==> src/rtl/exp_accel_pkg.sv <==
// exp_accel_pkg: accelerator register map and initiator state encoding.
package exp_accel_pkg;
  localparam int REG_CTRL = 0;
  localparam int REG_BASE = 1;
  localparam int REG_EXP = 2;
  localparam int REG_STATUS = 3;
  localparam int REG_RESULT = 4;
  localparam int STATUS_DONE_BIT = 0;
  typedef enum logic [2:0] {IDLE, WR_BASE, WR_EXP, WR_GO, RD_STAT, RD_RES, RSP} initiator_state_t;
  function automatic logic is_xfer_state(initiator_state_t s);
    return s inside {WR_BASE, WR_EXP, WR_GO, RD_STAT, RD_RES};
  endfunction
endpackage

==> src/rtl/avmm_single_xfer.sv <==
// avmm_single_xfer: one Avalon-MM read or write, held until the slave drops waitrequest.
module avmm_single_xfer #(
  parameter int DATA_W = 32,
  parameter int ADDR_W = 4
) (
  input  logic              clk,
  input  logic              reset,
  input  logic              go,
  input  logic              is_write,
  input  logic [ADDR_W-1:0] addr,
  input  logic [DATA_W-1:0] wdata,
  output logic [ADDR_W-1:0] avm_address,
  output logic              avm_write,
  output logic [DATA_W-1:0] avm_writedata,
  output logic              avm_read,
  input  logic [DATA_W-1:0] avm_readdata,
  input  logic              avm_waitrequest,
  output logic              done,
  output logic [DATA_W-1:0] rdata
);
  logic free;
  assign done = (avm_read || avm_write) && !avm_waitrequest;
  assign free = !(avm_read || avm_write) || done;
  assign rdata = avm_readdata;
  // a new transfer may be loaded on the same edge the current one completes
  always_ff @(posedge clk) begin
    if (reset) begin
      avm_address <= '0;
      avm_writedata <= '0;
      avm_write <= 1'b0;
      avm_read <= 1'b0;
    end else if (free) begin
      avm_write <= go && is_write;
      avm_read <= go && !is_write;
      if (go) begin
        avm_address <= addr;
        avm_writedata <= wdata;
      end
    end
  end
endmodule

==> src/rtl/exp_avmm_initiator.sv <==
// exp_avmm_initiator: sequences BASE/EXP/GO writes, STATUS polling and RESULT read on the accelerator.
module exp_avmm_initiator import exp_accel_pkg::*; #(
  parameter int DATA_W = 32,
  parameter int ADDR_W = 4,
  parameter int POLL_LIMIT = 1024
) (
  input  logic              clk,
  input  logic              reset,
  input  logic              cmd_valid,
  output logic              cmd_ready,
  input  logic [DATA_W-1:0] cmd_base,
  input  logic [DATA_W-1:0] cmd_exp,
  output logic              rsp_valid,
  input  logic              rsp_ready,
  output logic [DATA_W-1:0] rsp_result,
  output logic              rsp_error,
  output logic [ADDR_W-1:0] avm_address,
  output logic              avm_write,
  output logic [DATA_W-1:0] avm_writedata,
  output logic              avm_read,
  input  logic [DATA_W-1:0] avm_readdata,
  input  logic              avm_waitrequest
);
  localparam int CW = $clog2(POLL_LIMIT + 1);
  initiator_state_t state, next_state;
  logic [DATA_W-1:0] base_q, exp_q, rdata, wdata;
  logic [ADDR_W-1:0] addr;
  logic [CW-1:0] poll_cnt;
  logic done, go, is_write, stat_done, poll_last;
  assign cmd_ready = state == IDLE;
  assign rsp_valid = state == RSP;
  assign stat_done = rdata[STATUS_DONE_BIT];
  assign poll_last = (poll_cnt + CW'(1)) == CW'(POLL_LIMIT);
  always_comb begin
    next_state = state;
    case (state)
      IDLE:    next_state = cmd_valid ? WR_BASE : IDLE;
      WR_BASE: next_state = done ? WR_EXP : WR_BASE;
      WR_EXP:  next_state = done ? WR_GO : WR_EXP;
      WR_GO:   next_state = done ? RD_STAT : WR_GO;
      RD_STAT: next_state = !done ? RD_STAT : stat_done ? RD_RES : poll_last ? RSP : RD_STAT;
      RD_RES:  next_state = done ? RSP : RD_RES;
      RSP:     next_state = rsp_ready ? IDLE : RSP;
      default: next_state = IDLE;
    endcase
  end
  // the transfer for next_state is presented so it loads on the edge the current one completes
  always_comb begin
    go = is_xfer_state(state) && is_xfer_state(next_state);
    is_write = next_state inside {WR_BASE, WR_EXP, WR_GO};
    addr = next_state == WR_BASE ? ADDR_W'(REG_BASE) :
           next_state == WR_EXP  ? ADDR_W'(REG_EXP) :
           next_state == RD_STAT ? ADDR_W'(REG_STATUS) :
           next_state == RD_RES  ? ADDR_W'(REG_RESULT) : ADDR_W'(REG_CTRL);
    wdata = next_state == WR_BASE ? base_q :
            next_state == WR_EXP  ? exp_q :
            next_state == WR_GO   ? DATA_W'(1) : '0;
  end
  always_ff @(posedge clk) begin
    if (reset) begin
      state <= IDLE;
      base_q <= '0;
      exp_q <= '0;
      poll_cnt <= '0;
      rsp_result <= '0;
      rsp_error <= 1'b0;
    end else begin
      state <= next_state;
      if (cmd_valid && cmd_ready) begin
        base_q <= cmd_base;
        exp_q <= cmd_exp;
        poll_cnt <= '0;
        rsp_error <= 1'b0;
      end
      if (state == RD_STAT && done && !stat_done) poll_cnt <= poll_cnt + CW'(1);
      if (state == RD_STAT && done && !stat_done && poll_last) begin
        rsp_result <= '0;
        rsp_error <= 1'b1;
      end
      if (state == RD_RES && done) begin
        rsp_result <= rdata;
        rsp_error <= 1'b0;
      end
    end
  end
  avmm_single_xfer #(.DATA_W(DATA_W), .ADDR_W(ADDR_W)) u_xfer (
    .clk(clk),
    .reset(reset),
    .go(go),
    .is_write(is_write),
    .addr(addr),
    .wdata(wdata),
    .avm_address(avm_address),
    .avm_write(avm_write),
    .avm_writedata(avm_writedata),
    .avm_read(avm_read),
    .avm_readdata(avm_readdata),
    .avm_waitrequest(avm_waitrequest),
    .done(done),
    .rdata(rdata)
  );
endmodule
==> config.mk <==
export PLATFORM = sky130hd
export DESIGN_NAME = exp_avmm_initiator
export DESIGN_NICKNAME = d
export VERILOG_FILES = /design/src/rtl/exp_accel_pkg.sv /design/src/rtl/avmm_single_xfer.sv /design/src/rtl/exp_avmm_initiator.sv
export SDC_FILE = /design/constraint.sdc
export NUM_CORES = 1
export LEC_CHECK = 0
export CORE_MARGIN = 1.5
export CORE_UTILIZATION = 54
export DETAILED_ROUTE_END_ITERATION = 6
export PLACE_DENSITY = 0.9
export SLEW_MARGIN = 20
export SYNTH_ARGS = -nofsm -noshare
export SYNTH_HDL_FRONTEND = slang
export SYNTH_HIERARCHICAL = 1
export SYNTH_SLANG_ARGS = --single-unit
==> constraint.sdc <==
create_clock -name clk -period 9.4 [get_ports clk]
set_clock_uncertainty 0.2 [all_clocks]
set_input_delay 2.35 -clock clk [delete_from_list [all_inputs] [get_ports clk]]
set_output_delay 2.35 -clock clk [all_outputs]
set_load 0.02 [all_outputs]
==> metrics.txt <==
# TYPE chip_impl_metric gauge
chip_impl_metric{name="post-place-cells",unit=""} 1099
chip_impl_info{name="worstSetupEndpointType",value="flop"} 1
chip_impl_metric{name="detailedPlacementHpwl",unit="microns"} 11900
chip_impl_info{name="violations_in_the_final_reports",value="design-rule violations"} 1
chip_impl_metric{name="num_rows",unit=""} 41
chip_impl_metric{name="n_fill_cell",unit=""} 919
chip_impl_metric{name="cts.sinks",unit=""} 149
chip_impl_metric{name="final-instance-count-excl-fill",unit=""} 1131
chip_impl_metric{name="power_report.internal_total",unit="W"} 0.00122
chip_impl_metric{name="routed_wl",unit="microns"} 20200
chip_impl_metric{name="core_area",unit="sq um"} 12800
chip_impl_metric{name="timing.critical_path.required",unit="ns"} 9.50
chip_impl_metric{name="number_of_enable_type_register_cells_in_the_synthesized_netlist",unit=""} 0
chip_impl_metric{name="number_of_buffers_inserted_during_clock_tree_synthesis",unit=""} 17
chip_impl_metric{name="cts.path.max_buffers",unit=""} 2
chip_impl_metric{name="synthCells",unit=""} 860
chip_impl_metric{name="yosys_register_bits",unit=""} 149
chip_impl_metric{name="timing.reg2reg.worst_path_depth",unit=""} 8
chip_impl_metric{name="p_switching",unit="W"} 0.000521
chip_impl_metric{name="netlist_area",unit="sq um"} 7140
chip_impl_info{name="rsz0062_at_grt",value="no"} 1
chip_impl_metric{name="synth.lib_cells_used.distinct",unit=""} 56
chip_impl_metric{name="logic_gate_share_of_total_power",unit="%"} 20.5
chip_impl_metric{name="yosysWarningCount",unit=""} 6
chip_impl_metric{name="antenna_found_initial",unit=""} 0
chip_impl_metric{name="min_delay_path_depth",unit=""} 2
chip_impl_metric{name="drc",unit=""} 1
chip_impl_metric{name="synth-seq-area-share",unit="%"} 41.8
chip_impl_metric{name="height_of_the_chip",unit="microns"} 118
chip_impl_metric{name="worst_setup_slack_after_layout",unit="ns"} 3.02
chip_impl_metric{name="setup_total_negative_slack",unit="ns"} 0
chip_impl_metric{name="pin_count_of_the_biggest_net_entering_global_routing",unit=""} 107
chip_impl_metric{name="ios",unit=""} 174
chip_impl_metric{name="sequentialPowerShare",unit="%"} 40.5
chip_impl_metric{name="die-width",unit="microns"} 118
chip_impl_metric{name="cpPeakStageDelay",unit="ns"} 0.82
chip_impl_metric{name="fmax",unit="MHz"} 157
chip_impl_metric{name="grt-ovfl-total",unit=""} 0
chip_impl_metric{name="first_global_vias",unit=""} 6410
chip_impl_metric{name="register_clock_pin_slew_on_the_reported_worst_setup_and_hold_paths",unit="ns"} 0.06
chip_impl_info{name="crit_path_start_kind",value="primary input"} 1
chip_impl_info{name="timing_worst_setup_path_type",value="in2reg"} 1
chip_impl_metric{name="detail_route.vias_per_cell",unit=""} 6.01
chip_impl_info{name="netlist.top_cell.by_area",value="dfxtp_1"} 1
chip_impl_metric{name="final_net_count",unit=""} 1049
chip_impl_metric{name="place_ws",unit="ns"} 2.72
chip_impl_metric{name="globalplace.congestion",unit=""} 0.859
chip_impl_metric{name="synth_area_per_cell",unit="sq um"} 8.30
chip_impl_metric{name="power_frac_clock",unit="%"} 39.1
chip_impl_metric{name="ctsResizeCount",unit=""} 0
chip_impl_metric{name="power.ir.vdd_worst",unit="mV"} 0.156
chip_impl_info{name="clockRootBuffer",value="clkbuf_16"} 1
chip_impl_metric{name="postSynth.asyncResetShare",unit="%"} 0
chip_impl_info{name="crit_slowest_cell",value="a21oi_4"} 1
chip_impl_metric{name="initial_utilization",unit="%"} 55.9
chip_impl_metric{name="antenna_cells_inserted",unit=""} 0
chip_impl_info{name="ys_dominant_reg_cell",value="dfxtp_1"} 1
chip_impl_metric{name="cts_hold_buffers",unit=""} 0
chip_impl_metric{name="relSlewSlack",unit="%"} 22.8
chip_impl_metric{name="post_drt_wl_per_cell",unit="microns"} 17.9
chip_impl_metric{name="powerDensity",unit="nW/um^2"} 190
chip_impl_metric{name="maxCapViolCount",unit=""} 0
chip_impl_metric{name="design.die.area",unit="sq um"} 13900
chip_impl_metric{name="drt-pass1-iter-count",unit=""} 7
chip_impl_metric{name="worst_skew_pair.late_latency",unit="ns"} 0.43
chip_impl_metric{name="leakage",unit="nW"} 3.25
chip_impl_metric{name="area_growth_syn_to_layout",unit="%"} 28.4
chip_impl_metric{name="critical_path.max_fanout",unit=""} 38
chip_impl_metric{name="swShare",unit="%"} 30.0
chip_impl_metric{name="grt_pass1_wl",unit="microns"} 32600
chip_impl_metric{name="timing.final.setup_violations",unit=""} 0
chip_impl_metric{name="arrival_time_of_data_at_the_critical_path_endpoint",unit="ns"} 6.49
chip_impl_metric{name="drt_iter0_drc",unit=""} 786
chip_impl_info{name="synth.area.top_cells",value="dfxtp_1 (42%), a21oi_1 (7.7%), nand2_1 (7.0%)"} 1
chip_impl_metric{name="synth_top_area_share",unit="%"} 41.8
chip_impl_metric{name="ratio_of_final_minimum_period_to_clock_period",unit="%"} 67.9
chip_impl_metric{name="min_period",unit="ns"} 6.38
chip_impl_metric{name="share_of_cells_above_drive_strength_1",unit="%"} 8.24
chip_impl_metric{name="report.final.hold_viol_count",unit=""} 0
chip_impl_metric{name="grtUsageTotal",unit="%"} 28.7
chip_impl_info{name="cp_cell_sequence",value="clkdlybuf4s50_1 > nor2_1 > nand4bb_1 > or2_2 > a21oi_4 > nand3_1 > o2bb2ai_4 > and2_2 > o2bb2ai_1"} 1
chip_impl_info{name="outcome",value="complete, but fails checks"} 1
chip_impl_metric{name="report.final.slew_viol_count",unit=""} 0
chip_impl_metric{name="htreeDepth",unit=""} 4
chip_impl_metric{name="cts_post_setup_buffers_inserted",unit=""} 0
chip_impl_info{name="hold_path.class",value="reg2reg"} 1
chip_impl_metric{name="synth_nets",unit=""} 963
chip_impl_metric{name="detailroute.via_count",unit=""} 6795
chip_impl_metric{name="drtAntennaViolNets",unit=""} 0
chip_impl_metric{name="numPortBuffers",unit=""} 173
chip_impl_metric{name="tightestPinTransition",unit="ns"} 1.16
chip_impl_info{name="tritoncts",value="built"} 1
-- routing by layer --
layer	global-route usage, %	wire length, microns
met1	35.3	8230
met2	47.8	9870
met3	6.73	1450
met4	13.1	644
met5	0	0
-- power groups by stage --
stage	combinational, W	sequential [W]	clock (W)
4_1_cts	0.000349	0.000703	0.000682
2_1_floorplan	0.000233	0.000720	0
3_5_place_dp	0.000344	0.000715	0
3_3_place_gp	0.000338	0.000715	0
5_1_grt	0.000381	0.000708	0.000712
6_report	0.000356	0.000704	0.000680
-- final cells by class --
cell class / count / area [sq um] / share of cell area [%]
flip-flops and latches: 149 / 2980 / 32.5
inverters: 4 / 15.0 / 0.164
multi-input cells: 595 / 3590 / 39.2
clock inverters: 8 / 97.6 / 1.06
well taps: 172 / 215 / 2.35
repair buffers: 179 / 1770 / 19.4
clock buffers: 24 / 492 / 5.36
-- critical path, delay by kind of cell --
kind	cells	cell delay (ns)
simple gates	5	2.05
buf+inv	1	0.51
compound gates	3	1.56
-- cell families (layout without fill, tap and decap cells) --
| family | after synthesis | count (layout) | share of synthesized area, % |
|---|---|---|---|
| buffers and inverters | 116 | 215 | 8.71 |
| flip-flops | 149 | 149 | 41.8 |
| AND/OR/NAND/NOR | 340 | 340 | 25.7 |
| XOR/XNOR | 1 | 1 | 0.123 |
| other | 1 | 1 | 0.0525 |
| AO/OA/AOI/OAI | 251 | 251 | 23.3 |
| adder cells (fa/ha/maj) | 2 | 2 | 0.350 |
-- per-stage QoR --
stage / power (W) / util (%) / cell area [sq um] / hold slack [ns]
4_1_cts: 0.00173 / 71.7 / 9160 / 0.254
3_3_place_gp: 0.00105 / 67.1 / 8570 / 0.241
6_report: 0.00174 / 71.8 / 9170 / 0.257
3_5_place_dp: 0.00106 / 67.1 / 8570 / 0.246
5_1_grt: 0.00180 / 71.8 / 9170 / 0.266
2_1_floorplan: 0.000952 / - / 7140 / 0.236
-- worst paths after layout --
kind,startpoint,endpoint,slack [ns]
max,avm_waitrequest,u_xfer/avm_read,3.02
min,base_q[10],base_q[10],0.26
max reg2reg,poll_cnt[1],u_xfer/avm_read,4.83
min reg2reg,base_q[10],base_q[10],0.26
-- Yosys cell counts, drive strengths merged (2+ instances only) --
library cell  number
a211o              3
a211oi             6
a21oi            112
a22o              32
a22oi             32
a31oi              2
and2               3
and3              34
buf               57
clkbuf            55
dfxtp            149
ha                 2
inv                4
nand2            133
nand2b            37
nand3              5
nand3b             5
nand4             35
nand4b            38
nor2              29
nor3               6
nor3b              4
o21ai             48
o21ba              3
o21bai             2
o2bb2ai            2
or2                3
or3                2
or4                2
-- state kept, by name, indices dropped and copies added (netlist names) --
| register | flops |
|---|---|
| base_q | 32 |
| exp_q | 32 |
| poll_cnt | 11 |
| rsp_error | 1 |
| rsp_result | 32 |
| state | 3 |
| u_xfer/avm_address | 4 |
| u_xfer/avm_read | 1 |
| u_xfer/avm_write | 1 |
| u_xfer/avm_writedata | 32 |
-- placed cells by master (no fill, tap or decap), types with 16 or more instances in the layout --
| master | n |
|---|---|
| o21ai_2 | 21 |
| nand2_1 | 132 |
| o21ai_1 | 16 |
| nor2_1 | 28 |
| nand4_1 | 35 |
| a21oi_1 | 110 |
| nand4b_1 | 38 |
| dfxtp_1 | 149 |
| a22o_1 | 32 |
| a22oi_1 | 32 |
| nand2b_1 | 37 |
| clkdlybuf4s50_1 | 172 |
| clkbuf_16 | 17 |
| and3_1 | 34 |
No activity file was read; power rests on OpenSTA's default activity.
